==> src/rtl/wave_ram_arbiter_pkg.sv <==
// wave_ram_arbiter_pkg: shared widths and the pending-write record for the wave RAM arbiter.
//   SAMPLE_ADDR_W  RAM address width (2 halves x 256 samples)
//   SAMPLE_W       sample width
//   FIFO_DEPTH     pending-write entries (power of 2, >= 2)
//   LVL_W          width of a 0..FIFO_DEPTH occupancy count
package wave_ram_arbiter_pkg;
   localparam int SAMPLE_ADDR_W = 9;
   localparam int SAMPLE_W = 8;
   localparam int FIFO_DEPTH = 4;
   localparam int LVL_W = $clog2(FIFO_DEPTH) + 1;
   typedef logic [SAMPLE_ADDR_W-1:0] addr_t;
   typedef logic [SAMPLE_W-1:0] data_t;
   typedef struct packed {
      addr_t addr;
      data_t data;
   } wr_req_t;
endpackage

==> src/rtl/wave_ram_arbiter_if.sv <==
// wave_ram_arbiter_if: capture, display, RAM and status signals of the wave RAM arbiter.
//   cap_we/cap_addr/cap_data    capture write strobe, address, sample
//   disp_re/disp_addr           display read strobe and address
//   disp_data/disp_valid        read data, valid one cycle after disp_re
//   ram_addr/ram_we/ram_wdata   single-port RAM command
//   ram_rdata                   RAM read data, one cycle latency
//   wr_idle/fifo_level          write path status
//   overflow/clr_overflow       sticky drop flag and its clear
// master: the clients and the RAM; slave: the arbiter.
interface wave_ram_arbiter_if;
   import wave_ram_arbiter_pkg::*;
   logic cap_we;
   addr_t cap_addr;
   data_t cap_data;
   logic disp_re;
   addr_t disp_addr;
   data_t disp_data;
   logic disp_valid;
   addr_t ram_addr;
   logic ram_we;
   data_t ram_wdata;
   data_t ram_rdata;
   logic wr_idle;
   logic [LVL_W-1:0] fifo_level;
   logic overflow;
   logic clr_overflow;
   modport master (
      output cap_we, cap_addr, cap_data, disp_re, disp_addr, ram_rdata, clr_overflow,
      input disp_data, disp_valid, ram_addr, ram_we, ram_wdata, wr_idle, fifo_level, overflow
   );
   modport slave (
      input cap_we, cap_addr, cap_data, disp_re, disp_addr, ram_rdata, clr_overflow,
      output disp_data, disp_valid, ram_addr, ram_we, ram_wdata, wr_idle, fifo_level, overflow
   );
endinterface

==> src/rtl/wave_ram_arbiter_wr_fifo.sv <==
// wave_ram_arbiter_wr_fifo: circular buffer of parked capture writes with newest-match lookup.
//   clk, reset      clock, synchronous active-high reset (empties the buffer)
//   push_i, din_i   append an entry (caller never pushes into a full buffer without popping)
//   pop_i           drop the oldest entry
//   head_o          oldest entry
//   level_o         occupancy 0..DEPTH
//   empty_o/full_o  occupancy flags
//   look_addr_i     address searched among the valid entries
//   hit_o/hit_data_o  some entry matches; data of the newest matching entry
module wave_ram_arbiter_wr_fifo
   import wave_ram_arbiter_pkg::*;
#(
   parameter int DEPTH = FIFO_DEPTH
) (
   input logic clk,
   input logic reset,
   input logic push_i,
   input logic pop_i,
   input wr_req_t din_i,
   input addr_t look_addr_i,
   output wr_req_t head_o,
   output logic [$clog2(DEPTH):0] level_o,
   output logic empty_o,
   output logic full_o,
   output logic hit_o,
   output data_t hit_data_o
);
   localparam int PW = $clog2(DEPTH);
   wr_req_t mem_q [DEPTH];
   // Pointers carry one extra wrap bit so full and empty are distinguishable.
   logic [PW:0] head_q, tail_q;
   logic [PW-1:0] slot;
   always_comb begin
      level_o = tail_q - head_q;
      empty_o = level_o == '0;
      full_o = level_o == (PW+1)'(DEPTH);
      head_o = mem_q[head_q[PW-1:0]];
      hit_o = 1'b0;
      hit_data_o = '0;
      slot = '0;
      // Walk oldest to newest so a later match overrides an earlier one.
      for (int k = 0; k < DEPTH; k++) begin
         slot = head_q[PW-1:0] + PW'(k);
         if ((PW+1)'(k) < level_o && mem_q[slot].addr == look_addr_i) begin
            hit_o = 1'b1;
            hit_data_o = mem_q[slot].data;
         end
      end
   end
   always_ff @(posedge clk) begin
      if (reset) begin
         head_q <= '0;
         tail_q <= '0;
      end else begin
         if (push_i) begin
            mem_q[tail_q[PW-1:0]] <= din_i;
            tail_q <= tail_q + 1'b1;
         end
         if (pop_i) head_q <= head_q + 1'b1;
      end
   end
endmodule

==> src/rtl/wave_ram_arbiter.sv <==
// wave_ram_arbiter: shares one single-port sample RAM between capture writes and display reads.
//   clk    system clock
//   reset  synchronous active-high reset
//   bus    slave side of wave_ram_arbiter_if (capture, display, RAM and status signals)
// Display reads always own the RAM port; colliding capture writes are parked in a FIFO and
// drained in arrival order on read-free cycles. Reads see the newest parked data by forwarding.
module wave_ram_arbiter
   import wave_ram_arbiter_pkg::*;
(
   input logic clk,
   input logic reset,
   wave_ram_arbiter_if.slave bus
);
   logic pop, push, drop, accept, direct, we, cap_hit;
   logic empty, full, fifo_hit;
   wr_req_t head;
   data_t fifo_hit_data;
   logic [LVL_W-1:0] level;
   addr_t ram_addr_q;
   logic valid_q, fwd_hit_q, fwd_hit_d, overflow_q, overflow_d;
   data_t fwd_data_q, fwd_data_d;
   wave_ram_arbiter_wr_fifo #(.DEPTH(FIFO_DEPTH)) u_fifo (
      .clk(clk),
      .reset(reset),
      .push_i(accept),
      .pop_i(pop),
      .din_i('{addr: bus.cap_addr, data: bus.cap_data}),
      .look_addr_i(bus.disp_addr),
      .head_o(head),
      .level_o(level),
      .empty_o(empty),
      .full_o(full),
      .hit_o(fifo_hit),
      .hit_data_o(fifo_hit_data)
   );
   always_comb begin
      pop = !bus.disp_re && !empty;
      // Once anything is parked, new writes queue behind it to keep RAM commits in order.
      push = bus.cap_we && (bus.disp_re || !empty);
      // A full FIFO that pops this cycle has room for the new sample.
      drop = push && full && !pop;
      accept = push && !drop;
      direct = bus.cap_we && !bus.disp_re && empty;
      we = !reset && (pop || direct);
      // A write accepted alongside the read is newer than anything already parked.
      cap_hit = accept && bus.cap_addr == bus.disp_addr;
      fwd_hit_d = bus.disp_re && (cap_hit || fifo_hit);
      fwd_data_d = cap_hit ? bus.cap_data : fifo_hit_data;
      overflow_d = drop || (overflow_q && !bus.clr_overflow);
      bus.ram_we = we;
      bus.ram_addr = reset ? '0 : bus.disp_re ? bus.disp_addr : pop ? head.addr :
                     direct ? bus.cap_addr : ram_addr_q;
      bus.ram_wdata = !we ? '0 : pop ? head.data : bus.cap_data;
      bus.wr_idle = empty && !bus.cap_we;
      bus.fifo_level = level;
      bus.overflow = overflow_q;
      bus.disp_valid = valid_q;
      bus.disp_data = !valid_q ? '0 : fwd_hit_q ? fwd_data_q : bus.ram_rdata;
   end
   always_ff @(posedge clk) begin
      if (reset) begin
         ram_addr_q <= '0;
         valid_q <= 1'b0;
         fwd_hit_q <= 1'b0;
         fwd_data_q <= '0;
         overflow_q <= 1'b0;
      end else begin
         ram_addr_q <= bus.ram_addr;
         valid_q <= bus.disp_re;
         fwd_hit_q <= fwd_hit_d;
         fwd_data_q <= fwd_data_d;
         overflow_q <= overflow_d;
      end
   end
endmodule

==> src/flat_wrapper.sv <==
// flat-port wrapper written by rule: the top's interface ports become plain ports
module wave_ram_arbiter_flat import wave_ram_arbiter_pkg::*;
  (clk, reset, bus_cap_we, bus_cap_addr, bus_cap_data, bus_disp_re, bus_disp_addr, bus_ram_rdata, bus_clr_overflow, bus_disp_data, bus_disp_valid, bus_ram_addr, bus_ram_we, bus_ram_wdata, bus_wr_idle, bus_fifo_level, bus_overflow);
  wave_ram_arbiter_if bus_i ();
  input logic clk;
  input logic reset;
  input wire logic [$bits(bus_i.cap_we)-1:0] bus_cap_we;
  input wire logic [$bits(bus_i.cap_addr)-1:0] bus_cap_addr;
  input wire logic [$bits(bus_i.cap_data)-1:0] bus_cap_data;
  input wire logic [$bits(bus_i.disp_re)-1:0] bus_disp_re;
  input wire logic [$bits(bus_i.disp_addr)-1:0] bus_disp_addr;
  input wire logic [$bits(bus_i.ram_rdata)-1:0] bus_ram_rdata;
  input wire logic [$bits(bus_i.clr_overflow)-1:0] bus_clr_overflow;
  output wire logic [$bits(bus_i.disp_data)-1:0] bus_disp_data;
  output wire logic [$bits(bus_i.disp_valid)-1:0] bus_disp_valid;
  output wire logic [$bits(bus_i.ram_addr)-1:0] bus_ram_addr;
  output wire logic [$bits(bus_i.ram_we)-1:0] bus_ram_we;
  output wire logic [$bits(bus_i.ram_wdata)-1:0] bus_ram_wdata;
  output wire logic [$bits(bus_i.wr_idle)-1:0] bus_wr_idle;
  output wire logic [$bits(bus_i.fifo_level)-1:0] bus_fifo_level;
  output wire logic [$bits(bus_i.overflow)-1:0] bus_overflow;
  assign bus_i.cap_we = bus_cap_we;
  assign bus_i.cap_addr = bus_cap_addr;
  assign bus_i.cap_data = bus_cap_data;
  assign bus_i.disp_re = bus_disp_re;
  assign bus_i.disp_addr = bus_disp_addr;
  assign bus_i.ram_rdata = bus_ram_rdata;
  assign bus_i.clr_overflow = bus_clr_overflow;
  assign bus_disp_data = bus_i.disp_data;
  assign bus_disp_valid = bus_i.disp_valid;
  assign bus_ram_addr = bus_i.ram_addr;
  assign bus_ram_we = bus_i.ram_we;
  assign bus_ram_wdata = bus_i.ram_wdata;
  assign bus_wr_idle = bus_i.wr_idle;
  assign bus_fifo_level = bus_i.fifo_level;
  assign bus_overflow = bus_i.overflow;
  wave_ram_arbiter u_core (.clk(clk), .reset(reset), .bus(bus_i));
endmodule
==> config.mk <==
export PLATFORM = sky130hd
export DESIGN_NAME = wave_ram_arbiter_flat
export DESIGN_NICKNAME = d
export VERILOG_FILES = /design/src/rtl/wave_ram_arbiter_pkg.sv /design/src/rtl/wave_ram_arbiter_if.sv /design/src/rtl/wave_ram_arbiter_wr_fifo.sv /design/src/rtl/wave_ram_arbiter.sv /design/src/flat_wrapper.sv
export SDC_FILE = /design/constraint.sdc
export NUM_CORES = 1
export LEC_CHECK = 0
export BUFFER_PORTS_ARGS = -buffer_cell sky130_fd_sc_hd__buf_2
export CORE_ASPECT_RATIO = 1.2
export CORE_MARGIN = 2
export CORE_UTILIZATION = 55
export CTS_CLUSTER_DIAMETER = 60
export DETAILED_ROUTE_END_ITERATION = 8
export GPL_ROUTABILITY_DRIVEN = 1
export PLACE_DENSITY = 0.76
export SYNTH_ARGS = -nofsm -noshare
export SYNTH_HDL_FRONTEND = slang
export SYNTH_HIERARCHICAL = 1
export SYNTH_SLANG_ARGS = --single-unit
==> constraint.sdc <==
create_clock -name clk -period 7.95 [get_ports clk]
set_input_delay 1.1925 -clock clk [delete_from_list [all_inputs] [get_ports clk]]
set_output_delay 1.1925 -clock clk [all_outputs]
set_load 0.01 [all_outputs]
==> out/metrics.csv <==
stage,metric,value,unit
outcome,status,"complete, no violations",
logic_synthesis,Yosys top cell by area,edfxtp_1,
clock_network,number of H-tree levels,3,
logic_synthesis,"FF+latch count, synth",96,
clock_network,number of setup buffers added after CTS,0,
floorplan,Die W,102,um
placement,Port Buf Inserts,70,
placement,Post-DP Area,6650,sq um
cells_and_area,post-route design area,6930,sq um
floorplan,initial core utilization,56.6,%
worst_setup_path,CP Launch Type,flip-flop,
timing,slew margin rel.,26.4,%
cells_and_area,# fillers,876,
clock_network,TritonCTS Sinks,96,
clock_network,clock root buffer master,clkbuf_16,
worst_setup_path,CP Capture Type,output pin,
cells_and_area,nets@finish,632,
logic_synthesis,Post-synth EDFFs,68,
timing,"Min Clock Period, post-route",4.86,ns
logic_synthesis,largest cells by area after synthesis,"edfxtp_1 33%, mux4_2 14%, dfxtp_1 8.9%",
logic_synthesis,post-synthesis cell area,6270,sq um
cells_and_area,layout overhead on the synthesized area,10.5,%
logic_synthesis,Synth Flop Type,edfxtp_1,
cells_and_area,Util after Layout,62.5,%
drt,final WL,16100,um
placement,placed insts,729,
clock_network,CTS Hold Bufs,0,
timing,tightest hold margin,0.485,ns
floorplan,Boundary Pins,71,
timing,max-slew violations,0,
logic_synthesis,Synth Instances,541,
clock_network,CTS tree,done,
worst_setup_path,WP data arrival,3.66,ns
power_and_ir_drop,leak pwr,2.36,nW
clock_network,CTS resizes,0,
worst_setup_path,"Max FO, Critical Path",31,
global_route,GRT Resource Usage Total,27.5,%
timing,worst clock skew,0.0102,ns
logic_synthesis,syn avg cell area,11.6,sq um
drt,TritonRoute pass-1 iters,5,
clock_network,TritonCTS Buffers,9,
timing,Final period util,61.1,%
run,Max Cap Violations,0,
logic_synthesis,Synth Warn #,6,
logic_synthesis,asr flop ratio synth,0,%
drt,Initial DRC Count,416,
power_and_ir_drop,Power per Cell Area,291,nW/um^2
drt,Remaining DRCs,0,
logic_synthesis,Synth top area share,32.5,%
global_route,first-pass GRT wire length,25200,um
worst_setup_path,cell with the largest stage delay on the worst path,dfxtp_2,
floorplan,Core Area,11100,sq um
clock_network,Clock Tree Buf Depth,2,
clock_network,"Reg clk slew, reported paths",0.07,ns
global_route,initial antenna violation count,0,
cells_and_area,Reg area,2600,sq um
clock_network,clk_lat worst skew,0.35,ns
worst_setup_path,Crit Path Class,flip-flop to output pin,
global_route,gr ovfl total,0,
power_and_ir_drop,total power,2.02,mW
logic_synthesis,sequential share of the synthesized area,41.5,%
floorplan,die span in y,121,um
cells_and_area,fin cells,745,
worst_hold_path,class of the worst hold path,flip-flop to flip-flop,
cells_and_area,antenna cells,0,
drt,vias per cell,6.42,
cells_and_area,share of cells above drive strength 1,27.4,%
worst_setup_path,CP bufs+invs,2,
global_route,largest net degree at the start of global routing,39,
placement,dpl ws,3.27,ns
drt,DR WL/cell,21.6,um
worst_setup_path,"Largest stage delay, worst path",0.58,ns
worst_setup_path,Worst path most repeated cell,xnor2_1,
placement,Post-DP HPWL,11200,um
timing,RSZ-0062 raised after global routing,no,
worst_setup_path,worst path cell trace,ha_1 > fa_1 > xnor2_1 > xnor2_1 > nor2_1 > buf_4 > nor2b_1 > or3_1 > a21oi_1 > buf_2,
timing,Setup TNS,0,ns
worst_setup_path,worst path required time,6.76,ns
placement,gpl congestion,0.985,
logic_synthesis,synth unique cells,54,
floorplan,number of cell rows,42,
cells_and_area,area of the multi-input gates,3410,sq um
drt,number of routed nets with antenna violations,0,
timing,Worst Slack Setup Final,3.09,ns
timing,Max Freq,0.206,GHz
worst_setup_path,critical path's top delay family,simple AND/OR/NAND/NOR gates,
logic_synthesis,syn_nets,587,
floorplan,die area,12300,sq um
timing,final setup vio count,0,
timing,worst-margin pin slew,1.10,ns
timing,Final Hold Fails,0,
power_and_ir_drop,largest vdd supply drop,0.000131,V
global_route,vias in the first global route,4695,
drt,DR vias,4780,
[worst paths after layout]
path              cells after the start                        end  slack (ns)                     from
hold reg to reg                       2        u_core/bus.overflow        0.49      u_core/bus.overflow
setup / recovery                     10           bus_ram_wdata[1]        3.09  u_core/u_fifo/head_q[0]
setup reg to reg                     12  u_core/u_fifo/mem_q[3][6]        3.29  u_core/u_fifo/head_q[0]
hold / removal                        2        u_core/bus.overflow        0.49      u_core/bus.overflow
[kinds of logic after synthesis]
| logic type | Yosys count | synth area share [%] |
|---|---|---|
| compound gates | 101 | 11.2 |
| xor+xnor | 51 | 7.12 |
| fa+ha+maj | 7 | 1.52 |
| buf+inv | 50 | 4.13 |
| flops | 96 | 41.5 |
| mux | 95 | 23.4 |
| simple gates | 141 | 11.2 |
[registers in the layout (all words and copies together) (netlist names), named ones only]
name	flops
u_core/u_fifo/mem_q	68
u_core/bus.disp_valid	1
u_core/fwd_data_q	8
u_core/ram_addr_q	9
u_core/u_fifo/tail_q	3
u_core/fwd_hit_q	1
u_core/bus.overflow	1
u_core/u_fifo/head_q	3
[layout make-up]
class / instances / share of cell area [%]
clock buffer: 10 / 3.30
tap: 154 / 2.78
clock inverter: 6 / 0.866
sequential: 96 / 37.5
multi-input combinational: 395 / 49.2
inverter: 7 / 0.469
timing repair buffer: 77 / 5.81
[layout by cell type, fill, tap and decap left out, drive strengths merged, types with 4 or more instances in the layout]
master,count
o211ai,5
nor3,13
a31oi,4
clkinv,6
a21boi,5
edfxtp,68
nor2b,14
and2,7
a211oi,13
a22oi,4
o31ai,11
o21ai,9
ha,6
xor2,7
mux2,12
nand2,29
mux4,40
nand4,14
dfxtp,28
inv,5
a21oi,41
clkbuf,10
xnor2,44
buf,77
mux2i,43
nor2,49
[layer usage]
layer | part of all wire, % | track usage (%) | vias up
li1 | - | - | 2131
met4 | 4.5 | 13.6 | 0
met2 | 50 | 45.5 | 268
met5 | 0 | 0 | -
met3 | 8.2 | 4.84 | 65
met1 | 37 | 34.4 | 2316
[cells in the mapped netlist (2+ instances only)]
cell type and instances:
o21ai_1 2, buf_2 10, o21ai_0 7, edfxtp_1 68
a21oi_1 37, a31oi_1 4, nor2_1 48, mux4_2 40
buf_4 5, nor3b_1 2, nor2b_1 14, nand2_1 29
a211oi_1 13, ha_1 6, mux2i_1 43, a22oi_2 4
xnor2_1 44, o21a_1 3, or3_1 2, nor3_1 13
a21oi_2 4, and4_1 2, nand3_1 3, o31ai_1 9
o31ai_2 2, o211ai_1 5, dfxtp_1 28, and2_1 7
nand4_1 14, a21boi_0 5, inv_1 4, buf_6 3
xor2_1 7, clkbuf_1 23, mux2_2 12
[where the power goes]
| group | internal, mW | switching, mW |
|---|---|---|
| Sequential | 0.590 | 0.0687 |
| Clock | 0.242 | 0.184 |
| Combinational | 0.404 | 0.530 |
[tightest hold or removal path, stage by stage (launching register included)]
cell and delay (ns):
dfxtp_1 0.31, nand2b_1 0.07, a21oi_1 0.06
Power figures use the tool's default switching activity.
